<file path="src/rtl/demux_tree.sv">
// demux_tree: 1-to-4 lane demultiplexer with an independent FIFO per lane.
// Ports:
//   clk, rst             single clock, synchronous active-high reset
//   in_valid/in_ready    upstream handshake; in_sel picks the lane, in_data is the payload
//   out_valid/out_ready  per-lane downstream handshake, one bit per lane
//   out_data             lane n at [n*DATA_W +: DATA_W], shows the lane FIFO head
//   lane_cnt             per-lane saturating accepted-word counters, lane n at [8n +: 8]
//                        (only when DEMUX_CNT_EN is defined)
// Optional feature macro: DEMUX_CNT_EN (default undefined: no lane_cnt port, no counters).

// Lane FIFO: DEPTH-entry circular buffer with an occupancy counter; head shown combinationally.
// Latency: a push into an empty FIFO is visible on o_vld/o_dat the next cycle.
// Backpressure: o_full refuses pushes; a pop on a full FIFO frees one slot for the following cycle.
module demux_lane_fifo #(
   parameter int DATA_W = 8,
   parameter int DEPTH  = 2
) (
   input  logic              clk,
   input  logic              rst,
   input  logic              i_push_vld,
   input  logic [DATA_W-1:0] i_push_dat,
   input  logic              i_pop_rdy,
   output logic              o_full,
   output logic              o_vld,
   output logic [DATA_W-1:0] o_dat
);

   // DEPTH is 2 or 4, so natural pointer overflow is the modulo-DEPTH wrap.
   localparam int PTR_W = $clog2(DEPTH);
   localparam int CNT_W = $clog2(DEPTH + 1);

   logic [DATA_W-1:0] r_mem [DEPTH];
   logic [PTR_W-1:0]  r_wr_ptr;
   logic [PTR_W-1:0]  r_rd_ptr;
   logic [CNT_W-1:0]  r_cnt;

   logic w_push;
   logic w_pop;

   assign o_full = (r_cnt == CNT_W'(DEPTH));
   assign o_vld  = (r_cnt != '0);
   // Gate the head with o_vld so an empty lane always shows zero, including after reset.
   assign o_dat  = o_vld ? r_mem[r_rd_ptr] : '0;

   // A full FIFO never takes a push, even when it is popped in the same cycle.
   assign w_push = i_push_vld && !o_full;
   assign w_pop  = i_pop_rdy && o_vld;

   always_ff @(posedge clk) begin
      if (rst) begin
         r_wr_ptr <= '0;
         r_rd_ptr <= '0;
         r_cnt    <= '0;
      end else begin
         if (w_push) begin
            r_wr_ptr <= r_wr_ptr + PTR_W'(1);
         end
         if (w_pop) begin
            r_rd_ptr <= r_rd_ptr + PTR_W'(1);
         end
         case ({w_push, w_pop})
            2'b10:   r_cnt <= r_cnt + CNT_W'(1);
            2'b01:   r_cnt <= r_cnt - CNT_W'(1);
            default: r_cnt <= r_cnt;
         endcase
      end
   end

   // Storage needs no reset: the occupancy counter decides what is visible.
   always_ff @(posedge clk) begin
      if (!rst && w_push) begin
         r_mem[r_wr_ptr] <= i_push_dat;
      end
   end

endmodule

// Top: steers each accepted word into the FIFO of lane in_sel; four independent output lanes.
// Latency: a word accepted in cycle t appears on its lane in cycle t+1 when that lane was empty.
// Backpressure: in_ready reflects only the selected lane's fullness; stalled lanes never block others.
module demux_tree #(
   parameter int DATA_W = 8,
   parameter int DEPTH  = 2
) (
   input  logic                clk,
   input  logic                rst,
   input  logic                in_valid,
   output logic                in_ready,
   input  logic [1:0]          in_sel,
   input  logic [DATA_W-1:0]   in_data,
   output logic [3:0]          out_valid,
   input  logic [3:0]          out_ready,
   output logic [4*DATA_W-1:0] out_data
`ifdef DEMUX_CNT_EN
   ,
   output logic [31:0]         lane_cnt
`endif
);

   logic [3:0] w_full;
   logic [3:0] w_push_vld;

   // Combinational from in_sel and FIFO state only; in_valid does not feed it.
   assign in_ready = !w_full[in_sel];

   for (genvar g = 0; g < 4; g++) begin : g_lane
      assign w_push_vld[g] = in_valid && (in_sel == 2'(g));

      demux_lane_fifo #(
         .DATA_W (DATA_W),
         .DEPTH  (DEPTH)
      ) u_fifo (
         .clk        (clk),
         .rst        (rst),
         .i_push_vld (w_push_vld[g]),
         .i_push_dat (in_data),
         .i_pop_rdy  (out_ready[g]),
         .o_full     (w_full[g]),
         .o_vld      (out_valid[g]),
         .o_dat      (out_data[g*DATA_W +: DATA_W])
      );
   end

`ifdef DEMUX_CNT_EN
   logic [7:0] r_lane_cnt [4];

   for (genvar g = 0; g < 4; g++) begin : g_cnt
      // Counts the same transfers the FIFO accepts; holds at 255.
      always_ff @(posedge clk) begin
         if (rst) begin
            r_lane_cnt[g] <= 8'd0;
         end else if (w_push_vld[g] && !w_full[g] && (r_lane_cnt[g] != 8'hFF)) begin
            r_lane_cnt[g] <= r_lane_cnt[g] + 8'd1;
         end
      end
      assign lane_cnt[8*g +: 8] = r_lane_cnt[g];
   end
`endif

endmodule

</file>
<file path="config.mk">
export PLATFORM = sky130hd
export DESIGN_NAME = demux_tree
export DESIGN_NICKNAME = d
export VERILOG_FILES = /design/src/rtl/demux_tree.sv
export SDC_FILE = /design/constraint.sdc
export NUM_CORES = 1
export LEC_CHECK = 0
export CORE_MARGIN = 3
export CORE_UTILIZATION = 55
export CTS_CLUSTER_DIAMETER = 120
export DETAILED_ROUTE_END_ITERATION = 8
export GPL_TIMING_DRIVEN = 1
export PLACE_DENSITY_LB_ADDON = 0.15
export SYNTH_ARGS = -nofsm -noshare
export SYNTH_HDL_FRONTEND = slang
export SYNTH_SLANG_ARGS = --single-unit
</file>
<file path="constraint.sdc">
create_clock -name clk -period 2.6 [get_ports clk]
set_input_delay 0.26 -clock clk [delete_from_list [all_inputs] [get_ports clk]]
set_output_delay 0.26 -clock clk [all_outputs]
set_load 0.05 [all_outputs]
</file>
Word level (Yosys, flattened, before mapping)

Memory sizes are Yosys's and may differ from the RTL's. A register that Yosys moved wholly into a read port is not among the register bits.
Index checks and enable logic that the tools add are counted.

$add $sub $neg: 16
$lt $le $gt $ge: 1
Equality and inequality tests: 15
Multiplexer cells: 26
Reduce and logical (&&, ||, !) cells: 31

Operators by type and width:

| kind                                                                         | number |
|---|---|
| 8-bit 2-to-1 mux                                                             | 4 |
| 2-bit equality test, second input constant                                   | 10 |
| 1-bit 2-to-1 mux                                                             | 17 |
| 1-bit logical AND                                                            | 16 |
| 2-bit case mux with 2 select lines                                           | 4 |
| 2-bit nonzero test                                                           | 8 |
| 2-bit by 1-bit equality test with 1-bit output, second input constant        | 5 |
| 1-bit adder, second input constant                                           | 8 |
| 2-bit by 1-bit adder with 2-bit output, second input constant                | 4 |
| 2-bit by 1-bit subtractor with 2-bit output, second input constant           | 4 |
| 1-bit zero test                                                              | 6 |
| 2-bit by 3-bit less-than comparator with 1-bit output, second input constant | 1 |
| 1-bit binary-select mux with 2-bit select                                    | 1 |
| 2-bit zero test                                                              | 1 |

Register bits: 16
Bits in writable memories: 64
Input bits: 17
Memories kept: 4

Memory list:

| name                   | words | bits a word | rd ports | clocked after memory_dff | wr ports | line | text |
|---|---|---|---|---|---|---|---|
| g_lane[0].u_fifo.r_mem | 2     | 8           | 1        | 1                        | 1        | 32   | `logic [DATA_W-1:0] r_mem [DEPTH];` |
| g_lane[1].u_fifo.r_mem | 2     | 8           | 1        | 1                        | 1        | 32   |  |
| g_lane[2].u_fifo.r_mem | 2     | 8           | 1        | 1                        | 1        | 32   |  |
| g_lane[3].u_fifo.r_mem | 2     | 8           | 1        | 1                        | 1        | 32   |  |

Depth between registers and ports, before layout

Gate-level depths: netlist (run 1).

Depth after elaboration: 6
Depth in mapped cells: 6
Mapped depth without buffers: 6

Modules after synthesis

Synthesis (run 1) repeated with hierarchy kept, for this count alone.

Cell total of the unflattened synthesis: 247
Area total of the unflattened synthesis: 3352.0 µm²

Modules (own cells, without submodules):

| module          | times used | cells each | area each (µm²) | seq. area each (µm²) |
|---|---|---|---|---|
| demux_lane_fifo | 4          | 60         | 823.3           | 580.6 |
| demux_tree      | 1          | 7          | 58.8            | 0.0 |

Worst setup path after synthesis (run 1)

OpenSTA, ideal clock, no wires.

Kind: register -> register
Start: register g_lane[1].u_fifo.r_cnt[0]
End: memory g_lane[1].u_fifo.r_mem[1][0], enable pin
Setup time: 0.385 ns
Arrival: 1.367 ns
Data required time: 2.215 ns
Slack: 0.847 ns
Stages on the path, launching flop included: 4
Buffers on the path: 0
Path through: dfxtp_1 nand2b_1 nand4b_2 nor3b_1

Cells in the longest elaborated chain, start to end: 6

RTL lines:

| item                                   | line | text |
|---|---|---|
| start: declaration                     | 35   | `logic [CNT_W-1:0] r_cnt;` |
| start signal: assignment               | 62   | `2'b10: r_cnt <= r_cnt + CNT_W'(1);` |
| start signal: assignment               | 63   | `2'b01: r_cnt <= r_cnt - CNT_W'(1);` |
| start signal: assignment               | 64   | `default: r_cnt <= r_cnt;` |
| 2-bit equality test                    | 40   | `assign o_full = (r_cnt == CNT_W'(DEPTH));` |
| 1-bit zero test                        | 46   | `assign w_push = i_push_vld && !o_full;` |
| 1-bit logical AND                      | 46   |  |
| 1-bit logical AND                      | 71   | `if (!rst && w_push) begin` |
| 1-bit 2-to-1 mux                       | 71   |  |
| 1-bit 2-to-1 mux (implied by the code) | 72   | `r_mem[r_wr_ptr] <= i_push_dat;` |
| end: declaration                       | 32   |  |

Every way passes these cells.

==> impl_metrics.ini, run 1 <==
[status]
status = complete, no violations

[synthesis]
ys_ff_latch = 84
syn_avg_cell_area_sq_um = 13.82
yosysSeqAreaShare_pct = 68.56
ys_types = 24
syn_inst = 245
syn-cell-area_sq_um = 3387
syn_nets = 266
yosys_warnings = 0

[final_layout]
stdcell_area_sq_um = 4197
num-fill-cells = 385
antenna_cells = 0
final_cell_mix = 64 x edfxtp_1, 52 x nor2_1, 52 x clkdlybuf4s50_1
final_common_cell = edfxtp_1
final_util_pct = 73.07
area_growth_pct = 23.90
layout.nets = 332
final_cells = 387
drive_gt1_share_pct = 10.16

[die]
coreArea_sq_um = 5743
die_h_microns = 84.48
die-area_sq_um = 7136
initial_core_util_pct = 58.98
die_x_microns = 84.48
rows = 27
io_pins = 54

[power]
p_sw_mw = 1.187
powerDensity_nw_per_um2 = 817.8
pwr-share-clk_pct = 22.0
p_sw_share_pct = 34.58
intPower_mw = 2.245
finalPower_mw = 3.432
irDropWorstVdd_mv = 0.6298
comb_power_share_pct = 31.5
seq_power_share_pct = 46.5
leakagePower_nw = 1.444

[setup_path]
startpoint_type = register
cp-end-kind = output port
crit_fanout = 8
path_buf_inv = 1
arrival_ps = 2070
critPathRequiredTime_ps = 2340
worstPathCellList = mux2i_1 > nor2_1 > clkdlybuf4s50_1
path_delay_family = buffers and inverters
critPathKind = reg -> out
cpPeakStageDelay_ps = 820
cp_slowest_cell = clkdlybuf4s50_1

[grt]
grt_pass1_wl_microns = 9646
grt_pass1_vias = 1967
grt_max_degree = 20
track_usage_pct = 18.17
antenna_found_initial = 0
grt-ovfl-total = 0

[placed_design]
dp_cells = 372
placement.cell_area_sq_um = 4038
dpl_worst_slack_ps = 508.4
dp_hpwl_microns = 4214
gp_congestion = 0.7490
portBuffers = 53

[clock_network]
cts_resized = 0
clock_sinks = 84
ctsHoldBuffers = 0
htreeDepth = 3
cts_buffers = 9
path_clk_slew_ps = 70
clkLatencyLatePin_ps = 340
cts_tree = done
post-cts-setup-buffers = 0
root_buffer = clkbuf_8
cts.path.max_buffers = 2

[timing]
finClkSkew_ps = 8.298
rsz0062_at_grt = no
slew_viol_final = 0
finalSetupViolations = 0
tightest_slew_ps = 684.6
relSlewSlack_pct = 54.22
min_period_ps = 2328
timing.final.ws_setup_ps = 272.2
hold_violations = 0
period_share_pct = 89.53
max_freq_ghz = 0.4296
tns_ps = 0
fin_hold_ws_ps = 508.6

[drt]
drt_iter0_markers = 136
drt-wirelength-per-cell_microns = 15.30
drc = 0
drt-met1-wl_microns = 2574
drtAntennaViolNets = 0
routed.top_layer = met4
route.met2.wl_microns = 3002
dr.pass1.iters = 4
route.met3.wl_microns = 249
vias_per_cell = 5.204
drt-total-wl_microns = 5923
routed-via-count = 2014

[min_path]
hold_class = reg -> reg

[flow_run]
cap_violations = 0
==> per-layer routing <==
layer | global-route usage, % | vias to the layer above
met5 | 0 | -
met4 | 8.489 | 0
met3 | 3.631 | 8
met2 | 29.70 | 48
met1 | 23.51 | 963
li1 | - | 995
==> area by class of cell <==
type | instances | area [sq um] | share of cell area [%]
inverter | 8 | 30.03 | 0.7156
clock inverter | 4 | 27.53 | 0.6559
timing repair buffer | 66 | 625.6 | 14.91
clock buffer | 11 | 131.4 | 3.131
sequential | 84 | 2322 | 55.34
tap | 72 | 90.09 | 2.147
multi-input combinational | 142 | 969.7 | 23.11
==> power by group through the flow <==
stage / Clock, mW / Combinational [mW] / Sequential, mW
after global placement: 0 / 1.07 / 1.62
final: 0.756 / 1.08 / 1.59
after global routing: 0.839 / 1.16 / 1.61
after detailed placement: 0 / 1.09 / 1.63
after CTS: 0.772 / 1.09 / 1.60
after floorplan: 0 / 0.803 / 1.57
==> flip-flops by register name (all words and copies together), names as in the netlist, named ones only <==
signal and count:
g_lane.u_fifo.r_rd_ptr 4, g_lane.u_fifo.r_cnt 8, g_lane.u_fifo.r_mem 64, g_lane.u_fifo.r_wr_ptr 4
==> synthesized netlist by cell type <==
library cell	count	area, sq um
mux2i_1	32	320.3
nor2_1	52	195.2
or3_1	4	25.02
dfxtp_1	20	400.4
nand3b_1	1	7.510
a21oi_1	4	20.02
mux2_1	2	22.52
ha_1	4	50.05
nand3_1	1	5.000
buf_2	7	35.03
nor3_1	4	20.02
nand4_2	1	12.51
buf_4	4	30.03
nand4b_2	1	15.01
xnor2_1	4	35.03
xor2_1	8	70.07
inv_1	8	30.03
nand2b_1	4	25.02
mux4_2	1	22.52
nor3b_1	4	30.03
edfxtp_1	64	1922
o21ai_0	8	40.04
mux2_2	2	22.52
nor2b_1	5	31.28
==> worst min-delay path, cell delays in order (launching register included) <==
cell     delay, ps
dfxtp_1        330
xor2_1          80
nor2_1          70
==> worst paths after layout <==
check,startpoint,end,slack [ps],cells after the start
setup / recovery,register,out_data[20],270,3
hold / removal,g_lane[0].u_fifo.r_rd_ptr,g_lane[0].u_fifo.r_rd_ptr,510,2
setup reg to reg,g_lane[1].u_fifo.r_cnt[0],g_lane[1].u_fifo.r_cnt[1],880,5
hold reg to reg,g_lane[0].u_fifo.r_rd_ptr,g_lane[0].u_fifo.r_rd_ptr,510,2
==> logic make-up after synthesis <==
| group | count (synthesis) | share of synthesized area [%] |
|---|---|---|
| compound gates | 12 | 1.773 |
| xor+xnor | 12 | 3.103 |
| fa+ha+maj | 4 | 1.478 |
| buf+inv | 19 | 2.808 |
| flops | 84 | 68.56 |
| mux | 37 | 11.45 |
| simple gates | 77 | 10.82 |
Note: power is estimated with default switching activity, not from simulation.
==> run 2: changes to the inputs <==
--- a/config.mk
+++ b/config.mk
@@ -10,7 +10,7 @@
 export CTS_CLUSTER_DIAMETER = 120
 export DETAILED_ROUTE_END_ITERATION = 8
 export GPL_TIMING_DRIVEN = 1
-export PLACE_DENSITY_LB_ADDON = 0.15
+export PLACE_DENSITY_LB_ADDON = 0.08
 export SYNTH_ARGS = -nofsm -noshare
 export SYNTH_HDL_FRONTEND = slang
 export SYNTH_SLANG_ARGS = --single-unit
==> run 2 against run 1 <==
Critical path depth is the same. Total power grew 7.6%. Die area unchanged. Routed wire length up 2.7%. Design area up 1.5%. Non-clock buffer count is the same. Critical path type unchanged.
==> impl_metrics.ini, run 2 (synthesized netlist as in run 1, its figures left out) <==
[power]
irDropWorstVdd_mv = 0.5690
finalPower_mw = 3.692
powerDensity_nw_per_um2 = 866.9
leakagePower_nw = 1.481

[timing]
hold_violations = 0
relSlewSlack_pct = 64.39
min_period_ps = 2365
period_share_pct = 90.98
tns_ps = 0
tightest_slew_ps = 532.5
rsz0062_at_grt = no
timing.final.ws_setup_ps = 234.6
finalSetupViolations = 0
finClkSkew_ps = 6.700
slew_viol_final = 0
max_freq_ghz = 0.4228

[setup_path]
cp-end-kind = output port
arrival_ps = 2110
critPathRequiredTime_ps = 2340
startpoint_type = register
critPathKind = reg -> out
regToRegEndpoint = g_lane[1].u_fifo.r_cnt[1]
worst-r2r-cell-count = 5
crit_fanout = 8
regToRegSetupSlack_ps = 850
rr_startpoint = g_lane[1].u_fifo.r_cnt[0]

[die]
die_h_microns = 84.48
initial_core_util_pct = 58.98
die_x_microns = 84.48
rows = 27
die-area_sq_um = 7136
coreArea_sq_um = 5743
io_pins = 54

[status]
status = complete, no violations

[grt]
grt-ovfl-total = 0
grt-busiest-layer = met2
grt_pass1_vias = 1944
grt_pass1_wl_microns = 9397
grt_max_degree = 17
grtUsageMet3_pct = 4.416
grt_use_met1_pct = 21.37
track_usage_pct = 18.08
grtUsageMet2_pct = 30.34
antenna_found_initial = 0

[min_path]
hp-start = g_lane[2].u_fifo.r_rd_ptr
hold_class = reg -> reg
holdPathEnd = g_lane[2].u_fifo.r_rd_ptr
min_path_cells = 2

[clock_network]
htreeDepth = 3
clock_sinks = 84
post-cts-setup-buffers = 0
root_buffer = clkbuf_8
cts_buffers = 9
cts_tree = done
path_clk_slew_ps = 90
cts_resized = 0
cts.path.max_buffers = 2
clkLatencyLatePin_ps = 360
ctsHoldBuffers = 0

[drt]
dr.pass1.iters = 4
routed-via-count = 2012
drc = 0
drt-wirelength-per-cell_microns = 15.67
drtAntennaViolNets = 0
drt_iter0_markers = 81
drt-total-wl_microns = 6080
vias_per_cell = 5.186

[final_layout]
largest_registers = g_lane.u_fifo.r_mem x64, g_lane.u_fifo.r_cnt x8
top_register = g_lane.u_fifo.r_mem
layout.nets = 332
stdcell_area_sq_um = 4259
final_cell_mix = 64 x edfxtp_1, 52 x nor2_1, 52 x clkdlybuf4s50_1
antenna_cells = 0
drive_gt1_share_pct = 10.76
final_common_cell = edfxtp_1
largest_reg_flops = 64
area_growth_pct = 25.75

[placed_design]
portBuffers = 53
placement.cell_area_sq_um = 4038
gp_congestion = 0.7539
dpl_worst_slack_ps = 490.2
dp_hpwl_microns = 4166

[flow_run]
cap_violations = 0
[run 2: cell types whose count changed in the layout (fill, tap and decap cells not counted), sizes merged]
cell / delta
clkinv: +1
clkinvlp: -2
inv: +2
clkbuf: -2
bufinv: +2
[run 2: worst max path at each step]
| stage | slack (ps) | cells past startpoint | endpoint | startpoint |
|---|---|---|---|---|
| after floorplan | 850 | 3 | g_lane[1].u_fifo.r_mem[1][0] | g_lane[1].u_fifo.r_cnt[0] |
| after global placement | 560 | 6 | g_lane[2].u_fifo.r_cnt[1] | in_valid |
| after detailed placement | 490 | 6 | g_lane[2].u_fifo.r_cnt[1] | in_valid |
| after CTS | 210 | 3 | out_data[29] | register |
| after global routing | 120 | 3 | out_data[27] | register |
| final | 230 | 3 | out_data[29] | register |
[run 2: where the power goes]
part | switching, mW | leakage (nW) | total (mW) | internal [mW]
registers | 0.0874 | 0.741 | 1.59 | 1.51
logic | 0.689 | 0.632 | 1.09 | 0.398
clock network | 0.466 | 0.108 | 1.01 | 0.545
total | 1.24 | 1.48 | 3.69 | 2.45
[run 2: stage by stage]
stage / std cells / hold WS, ps / util, %
floorplan: 245 / 358.9 / -
global placement: 372 / 483.5 / 70.30
detailed placement: 372 / 487.5 / 70.30
CTS: 388 / 509.7 / 74.16
global route: 388 / 534.3 / 74.16
finish: 388 / 504.2 / 74.16
[run 2: layout make-up]
type,count,area [sq um]
Clock buffer,9,123.9
Clock inverter,7,97.59
Fill cell,396,1484
Inverter,8,30.03
Multi-Input combinational cell,142,969.7
Sequential cell,84,2322
Tap cell,72,90.09
Timing Repair Buffer,66,625.6
[run 2: critical path, stage by stage (launching register included)]
cell,delay (ps)
dfxtp_1,630
mux2i_1,160
nor2_1,110
clkdlybuf4s50_1,840
[run 2: layer usage]
metal	wire [microns]	part of all wire, %	up-vias
met2	3028	50	52
met4	179	2.9	0
met1	2572	42	946
met3	300	4.9	16
li1	-	-	998
met5	0	0	-
==> run 3: changes to the inputs <==
--- a/config.mk
+++ b/config.mk
@@ -5,12 +5,16 @@
 export SDC_FILE = /design/constraint.sdc
 export NUM_CORES = 1
 export LEC_CHECK = 0
+export CELL_PAD_IN_SITES_DETAIL_PLACEMENT = 1
+export CELL_PAD_IN_SITES_GLOBAL_PLACEMENT = 1
 export CORE_MARGIN = 3
-export CORE_UTILIZATION = 55
+export CORE_UTILIZATION = 47
 export CTS_CLUSTER_DIAMETER = 120
 export DETAILED_ROUTE_END_ITERATION = 8
 export GPL_TIMING_DRIVEN = 1
 export PLACE_DENSITY_LB_ADDON = 0.08
+export SKIP_LAST_GASP = 1
+export SLEW_MARGIN = 0
 export SYNTH_ARGS = -nofsm -noshare
 export SYNTH_HDL_FRONTEND = slang
 export SYNTH_SLANG_ARGS = --single-unit
==> run 3 against run 2 <==
Final cell count rose by 5.9%. Non-clock buffer count decreased by 1. Combinational power barely moved. Sequential share of layout area is 0.57 points higher. Total power is 6.7% lower. Clock power decreased by 26%. Critical endpoint is now out_data[4]. First-iteration DRC count is 14% higher. Critical path type unchanged. Routed wire length grew 14%.
==> impl_metrics.ini, run 3 (synthesized netlist as in run 1, its figures left out) <==
[status]
status = complete, no violations

[timing]
period_share_pct = 89.75
timing.final.ws_setup_ps = 266.4
finClkSkew_ps = 9.717
relSlewSlack_pct = 59.29
hold_violations = 0
max_freq_ghz = 0.4285
tightest_slew_ps = 608.4
tns_ps = 0
slew_viol_final = 0
finalSetupViolations = 0
rsz0062_at_grt = no
min_period_ps = 2334

[final_layout]
num-fill-cells = 729
final_common_cell = edfxtp_1
final_cell_mix = 64 x edfxtp_1, 52 x nor2_1, 52 x clkdlybuf4s50_1
top_register = g_lane.u_fifo.r_mem
stdcell_area_sq_um = 4215
layout.nets = 331
final_cells = 411
largest_reg_flops = 64
largest_registers = g_lane.u_fifo.r_mem x64, g_lane.u_fifo.r_cnt x8
antenna_cells = 0
drive_gt1_share_pct = 9.206
area_growth_pct = 24.46

[placed_design]
dp_hpwl_microns = 5011
dpl_worst_slack_ps = 492.7
placement.cell_area_sq_um = 4060
portBuffers = 53
gp_congestion = 0.7113
dp_cells = 395

[setup_path]
critPathRequiredTime_ps = 2340
critPathKind = reg -> out
cp-end-kind = output port
startpoint_type = register
arrival_ps = 2070
crit_fanout = 8
regToRegEndpoint = g_lane[0].u_fifo.r_cnt[1]
rr_startpoint = g_lane[0].u_fifo.r_cnt[0]
worst-r2r-cell-count = 5
regToRegSetupSlack_ps = 880

[drt]
drc = 0
drt_iter0_markers = 92
drtAntennaViolNets = 0
drt-total-wl_microns = 6932
routed-via-count = 2042
dr.pass1.iters = 4
vias_per_cell = 4.968
drt-wirelength-per-cell_microns = 16.87

[grt]
grt-ovfl-total = 0
grt_pass1_vias = 2144
grt_pass1_wl_microns = 10950
grt_max_degree = 33
antenna_found_initial = 0
track_usage_pct = 17.53

[die]
io_pins = 54
coreArea_sq_um = 6907
die_x_microns = 90.89
initial_core_util_pct = 49.04
die_h_microns = 90.89
rows = 30
die-area_sq_um = 8261

[clock_network]
post-cts-setup-buffers = 0
cts_buffers = 9
cts.path.max_buffers = 2
clkLatencyLatePin_ps = 340
htreeDepth = 3
cts_resized = 0
cts_tree = done
ctsHoldBuffers = 0
path_clk_slew_ps = 80
root_buffer = clkbuf_8
clock_sinks = 84

[min_path]
hp-start = g_lane[3].u_fifo.r_rd_ptr
hold_class = reg -> reg
holdPathEnd = g_lane[3].u_fifo.r_rd_ptr
min_path_cells = 2

[power]
leakagePower_nw = 1.443
powerDensity_nw_per_um2 = 817.0
irDropWorstVdd_mv = 0.4536

[flow_run]
cap_violations = 0
[run 3: where the power goes]
group / leakage [nW] / switching [mW] / internal [mW]
clock: 0.0751 / 0.407 / 0.344
combinational: 0.627 / 0.699 / 0.397
sequential: 0.741 / 0.0889 / 1.51
total: 1.44 / 1.20 / 2.25
[run 3: worst max path at each step]
stage	endpoint	slack (ps)
after floorplan	g_lane[1].u_fifo.r_mem[1][0]	850
after global placement	g_lane[0].u_fifo.r_cnt[1]	550
after detailed placement	g_lane[0].u_fifo.r_cnt[1]	490
after CTS	out_data[4]	190
after global routing	out_data[4]	130
final	out_data[4]	270
[run 3: layout make-up]
| cell class | count | area, sq um | share of cell area (%) |
|---|---|---|---|
| tap | 96 | 120.1 | 2.850 |
| inverter | 8 | 30.03 | 0.7124 |
| sequential | 84 | 2322 | 55.09 |
| clock inverter | 3 | 16.27 | 0.3859 |
| timing repair buffer | 65 | 618.1 | 14.66 |
| clock buffer | 13 | 138.9 | 3.295 |
| multi-input combinational | 142 | 969.7 | 23.00 |
[run 3: per-stage QoR]
step           util (%)  hold slack [ps]  total power [mW]
2_1_floorplan         -            358.9             2.375
3_3_place_gp      58.79            485.8             2.700
3_5_place_dp      58.79            499.3             2.737
4_1_cts           61.03            525.3             3.489
5_1_grt           61.03            559.1             3.607
6_report          61.03            521.1             3.444
[run 3: routing by layer]
layer	up-vias	track usage [%]	wire length, microns	share of wire (%)
met4	0	7.538	112	1.6
met2	44	30.88	3642	53
met5	-	0	0	0
li1	993	-	-	-
met1	993	21.07	2912	42
met3	12	3.083	265	3.8
[run 3: critical path, cell delays in order, from the launching register on]
cell and delay, ps:
dfxtp_1 620, mux2i_1 150, nor2_1 150, clkdlybuf4s50_1 830
